$ cat config.mk
export PLATFORM = sky130hd
export DESIGN_NAME = memory_arbiter
export DESIGN_NICKNAME = d
export VERILOG_FILES = /design/src/rtl/memory_arbiter.sv
export SDC_FILE = /design/constraint.sdc
export NUM_CORES = 1
export LEC_CHECK = 0
export ABC_CLOCK_PERIOD_IN_PS = 5600
export CAP_MARGIN = 15
export CORE_AREA = 3 3 125 127
export DETAILED_ROUTE_END_ITERATION = 12
export DIE_AREA = 0 0 128 130
export PLACE_DENSITY = 0.79
export SYNTH_ARGS = -nofsm -noshare
export SYNTH_HDL_FRONTEND = slang
export SYNTH_SLANG_ARGS = --single-unit
$ cat constraint.sdc
create_clock -name CLK -period 5.6 [get_ports CLK]
set_input_delay 0.56 -clock CLK [delete_from_list [all_inputs] [get_ports CLK]]
set_output_delay 0.56 -clock CLK [all_outputs]
set_load 0.02 [all_outputs]
$ cat src/rtl/memory_arbiter.sv
// Single-port RAM arbiter: serializes instruction-fetch and data requests onto one RAM port,
// returns load data with one-cycle ihit/dhit pulses, and records RAM timeouts in a sticky flag.
module memory_arbiter #(
  parameter int unsigned TIMEOUT  = 16,
  parameter logic [31:0] ERR_WORD = 32'hDEADBEEF
) (
  input  logic        CLK,
  input  logic        nRST,
  input  logic        iREN,
  input  logic [31:0] iaddr,
  output logic [31:0] iload,
  output logic        ihit,
  input  logic        dREN,
  input  logic        dWEN,
  input  logic [31:0] daddr,
  input  logic [31:0] dstore,
  output logic [31:0] dload,
  output logic        dhit,
  output logic        ramREN,
  output logic        ramWEN,
  output logic [31:0] ramaddr,
  output logic [31:0] ramstore,
  input  logic [31:0] ramload,
  input  logic        ramready,
  output logic        merr
);

  localparam int unsigned CW = $clog2(TIMEOUT + 1);

  typedef enum logic [2:0] {
    IDLE,
    IACC,
    DACC,
    IDONE,
    DDONE
  } state_e;

  state_e        state_q, state_d;
  logic [CW-1:0] cnt_q, cnt_d;
  logic [31:0]   addr_q, addr_d;
  logic [31:0]   store_q, store_d;
  logic          wsel_q, wsel_d;
  logic [31:0]   iload_q, iload_d;
  logic [31:0]   dload_q, dload_d;
  logic          merr_q, merr_d;
  logic          last_data_q, last_data_d;

  logic ipend, dpend, grant_d, grant_i;

  assign ipend   = iREN;
  assign dpend   = dREN | dWEN;
  // On a tie, the side that was not served last wins; data wins the first tie after reset.
  assign grant_d = dpend & (~ipend | ~last_data_q);
  assign grant_i = ipend & ~grant_d;

  // NOTE: every variable written here gets a default first, so no path leaves it unassigned
  // and no latch is inferred.
  always_comb begin
    state_d     = state_q;
    cnt_d       = cnt_q;
    addr_d      = addr_q;
    store_d     = store_q;
    wsel_d      = wsel_q;
    iload_d     = iload_q;
    dload_d     = dload_q;
    merr_d      = merr_q;
    last_data_d = last_data_q;

    unique case (state_q)
      IDLE: begin
        if (grant_d) begin
          state_d = DACC;
          addr_d  = daddr;
          store_d = dstore;
          wsel_d  = dWEN;
          cnt_d   = '0;
        end else if (grant_i) begin
          state_d = IACC;
          addr_d  = iaddr;
          store_d = '0;
          wsel_d  = 1'b0;
          cnt_d   = '0;
        end
      end

      IACC, DACC: begin
        // A ready arriving on the same cycle the counter expires is still a success.
        if (ramready) begin
          state_d = (state_q == IACC) ? IDONE : DDONE;
          if (state_q == IACC)  iload_d = ramload;
          else if (!wsel_q)     dload_d = ramload;
        end else if (cnt_q == CW'(TIMEOUT)) begin
          state_d = (state_q == IACC) ? IDONE : DDONE;
          merr_d  = 1'b1;
          if (state_q == IACC)  iload_d = ERR_WORD;
          else if (!wsel_q)     dload_d = ERR_WORD;
        end else begin
          cnt_d = cnt_q + CW'(1);
        end
      end

      IDONE: begin
        last_data_d = 1'b0;
        state_d     = IDLE;
      end

      DDONE: begin
        last_data_d = 1'b1;
        state_d     = IDLE;
      end

      default: state_d = IDLE;
    endcase
  end

  // NOTE: sequential state uses non-blocking assignments so every register samples the
  // pre-edge values of the others.
  always_ff @(posedge CLK or posedge nRST) begin
    if (nRST) begin
      state_q     <= IDLE;
      cnt_q       <= '0;
      addr_q      <= '0;
      store_q     <= '0;
      wsel_q      <= 1'b0;
      iload_q     <= '0;
      dload_q     <= '0;
      merr_q      <= 1'b0;
      last_data_q <= 1'b0;
    end else begin
      state_q     <= state_d;
      cnt_q       <= cnt_d;
      addr_q      <= addr_d;
      store_q     <= store_d;
      wsel_q      <= wsel_d;
      iload_q     <= iload_d;
      dload_q     <= dload_d;
      merr_q      <= merr_d;
      last_data_q <= last_data_d;
    end
  end

  // RAM strobes decode purely from registered state, so they drop the moment reset asserts.
  assign ramREN   = (state_q == IACC) | ((state_q == DACC) & ~wsel_q);
  assign ramWEN   = (state_q == DACC) & wsel_q;
  assign ramaddr  = ((state_q == IACC) | (state_q == DACC)) ? addr_q : '0;
  assign ramstore = (state_q == DACC) ? store_q : '0;
  assign ihit     = (state_q == IDONE);
  assign dhit     = (state_q == DDONE);
  assign iload    = iload_q;
  assign dload    = dload_q;
  assign merr     = merr_q;

endmodule

==> flow_summary.toml <==
[run_status]
status = "finished clean"

[floorplan]
die_height_um = 130
start_util_pct = 41.8
pin_count = 267
die-area_um2 = 16600
die_w_um = 128
fp-row-count = 44
core_area_um2 = 14500

[worst_setup_path]
reg2reg_from = "state_q[2]$_DFFE_PP0P_"
crit_path_start_kind = "flop"
crit_arrival_ns = 2.82
endpoint_kind = "output port"
crit_type = "reg -> out"
reg2reg_slack_ns = 3.32
cp_max_fo = 42
worst_r2r_endpoint = "dload[11]$_DFFE_PP0P_"
r2r_cells = 4
required_ns = 5.04

[routing]
drc = 0
drt_iter0_markers = 175
wl_per_cell_um = 17.7
dr_total_vias = 4989
drt-pass1-iter-count = 4
finalWirelength_mm = 16.9
viasPerCell = 5.23
detail-route-antenna-nets = 0

[clocking]
clk_latency_ns = 0.41
cts_root_buffer = "clkbuf_16"
postCtsHoldBufs = 0
post_cts_buffers = 0
htreeDepth = 4
clk_pin_slew_ns = 0.06
cts.path.max_buffers = 2
cts.sinks = 139
numCtsBuffers = 17
cts_tree = "done"
ctsResizeCount = 0

[global_routing]
track_usage_pct = 20.2
grt-ovfl-total = 0
grt_pass1_vias = 5111
grt_max_degree = 97
antenna_found_initial = 0
grt_pass1_wl_mm = 26.7

[cells_and_area]
layout-drive-gt1-share_pct = 6.49
syn2layout_area_growth_pct = 55.3
final_cells = 954
fillers = 1068
fin_area_um2 = 9440
fin_nets = 894
fin_util_pct = 64.9
diodes = 0

[timing]
drv_slew = 0
timing.final.crit_share_pct = 60.4
hold_ws_ns = 0.479
slew_headroom_pct = 34.9
setup_violations = 0
period_needed_ns = 3.38
fin_tns_setup_ns = 0
worstMarginPinSlew_ns = 0.974
finalClockSkew_ns = 0.00973
report.final.hold_viol_count = 0
rsz0062_at_grt = "false"
fmax_ghz = 0.296

[placed_design]
gp_congestion = 0.807
portBuffers = 266
dp.cells = 923
detailed_place_hpwl_mm = 12.2
post_dp_cell_area_um2 = 8800

[logic_synthesis]
yosys.area.top_type = "dfrtp_1"
synth_area_per_cell_um2 = 12.1
synth_top_area_share_pct = 57.2
synth_area_leaders = "dfrtp_1 (57%), a22o_1 (7.3%), o22a_1 (6.9%)"
synth-edff-count = 0
yosysWarnings = 0
synth_seq_cells = 139
mappedNetlistNets = 640
ys_types = 41
syn_area_um2 = 6080
synthFlopType = "dfrtp_1"
syn-instance-count = 504
seq_area_frac_synth_pct = 57.2
async_flop_share_pct = 100

[power_and_ir_drop]
vdd_drop_max_mv = 0.305
power.density_nw_per_um2 = 611
intPower_mw = 3.61
p_leak_nw = 4.00
seq_power_share_pct = 30.9
sw_frac_of_total_pct = 37.3
power.share.clock_pct = 20.5
p_switching_mw = 2.15
p_comb_share_pct = 48.6

[worst_hold_path]
min_path_cells = 2
hold_class = "reg -> reg"
hold_end = "addr_q[10]$_DFFE_PP0P_"
hold_start = "addr_q[10]$_DFFE_PP0P_"

[run]
timing.max_cap.violations = 0
==> cells in the mapped netlist, types with 2 or more instances <==
master    count
dfrtp_1     139
and2_1       66
a22o_1       51
o22a_1       48
nand2_1      42
mux2i_1      34
o21ai_0      31
clkbuf_1     15
buf_2         9
buf_4         7
buf_6         6
inv_1         6
nor2_1        6
a21oi_1       4
nand2b_1      3
nor2b_1       3
nor3_1        3
nor3_4        3
o21ai_1       3
and3_1        2
ha_1          2
o21bai_1      2
==> critical path: stages (launching register included) <==
cell             delay [ns]
dfrtp_1                0.55
nand2b_1               0.28
a21oi_4                0.73
and2_1                 0.24
clkdlybuf4s50_1        0.61
==> placed cells by master, fill, tap and decap left out, types with 2 or more instances in the layout <==
cell type	netlist	layout
inv_1	6	5
mux2i_1	34	34
o22a_1	48	48
inv_6	0	3
nor2_1	6	6
dfrtp_1	139	139
clkinvlp_4	0	3
a22o_1	51	51
nor3_1	3	3
clkdlybuf4s50_1	0	266
clkbuf_16	0	17
buf_4	7	6
nand2_1	42	42
o21ai_0	31	31
clkbuf_8	0	6
and2_1	66	66
o21ai_1	3	3
o21bai_1	2	2
bufinv_16	0	3
ha_1	2	2
nand2b_1	3	3
and3_1	2	2
a21oi_1	4	4
nor2b_1	3	3
nor3_4	3	3
==> how the worst max path moves through the flow <==
stage | from | endpoint | cells past startpoint
2_1_floorplan | nRST | addr_q[0]$_DFFE_PP0P_ | 1
3_3_place_gp | state_q[0]$_DFFE_PP0P_ | ramaddr[23] | 4
3_5_place_dp | state_q[0]$_DFFE_PP0P_ | ramaddr[3] | 4
4_1_cts | state_q[0]$_DFFE_PP0P_ | ramaddr[6] | 4
5_1_grt | state_q[0]$_DFFE_PP0P_ | ramaddr[19] | 4
6_report | state_q[0]$_DFFE_PP0P_ | ramaddr[18] | 4
==> sequential cells by signal (all words and copies together), names as in the netlist <==
| register | count |
|---|---|
| state_q | 3 |
| last_data_q | 1 |
| addr_q | 32 |
| merr | 1 |
| store_q | 32 |
| dload | 32 |
| wsel_q | 1 |
| iload | 32 |
| cnt_q | 5 |
==> cells by family (layout without fill, tap and decap cells) <==
| group | Yosys count | in the layout | share of synthesized area (%) |
|---|---|---|---|
| and+or+nand+nor | 137 | 137 | 13.2 |
| DFF | 139 | 139 | 57.2 |
| AOI/OAI and AO/OA | 148 | 148 | 19.4 |
| muxes | 34 | 34 | 5.60 |
| xor gates and xnor gates | 1 | 1 | 0.144 |
| buffers and inverters | 43 | 309 | 4.01 |
| adders and majority gates | 2 | 2 | 0.412 |
==> power groups by stage <==
stage,sequential (mW),combinational (mW),clock (mW)
2_1_floorplan,1.96,1.44,0
3_3_place_gp,1.77,2.77,0
3_5_place_dp,1.78,2.84,0
4_1_cts,1.78,2.85,1.21
5_1_grt,1.83,3.01,1.25
6_report,1.78,2.80,1.18
==> area by class of cell <==
type                            instances  area [um^2]  area share (%)
Inverter                                6         27.5           0.292
Clock buffer                           23          508            5.38
Tap cell                              184          230            2.44
Sequential cell                       139         3480            36.9
Clock inverter                          8          130            1.38
Timing Repair Buffer                  272         2710            28.7
Multi-Input combinational cell        322         2360            25.0
==> per-stage QoR <==
stage / total power [mW] / worst slack [ns]
6_report: 5.77 / 2.22
5_1_grt: 6.10 / 1.98
4_1_cts: 5.83 / 2.16
3_5_place_dp: 4.62 / 2.62
3_3_place_gp: 4.53 / 2.75
2_1_floorplan: 3.40 / 1.32
==> routing by layer <==
| metal | vias to the layer above | share of wire [%] | GRT usage [%] |
|---|---|---|---|
| li1 | 2315 | - | - |
| met1 | 2451 | 42 | 25.0 |
| met2 | 204 | 50 | 34.2 |
| met3 | 19 | 6.7 | 5.36 |
| met4 | 0 | 1.6 | 7.30 |
| met5 | - | 0 | 0 |
Power figures use the tool's default switching activity.
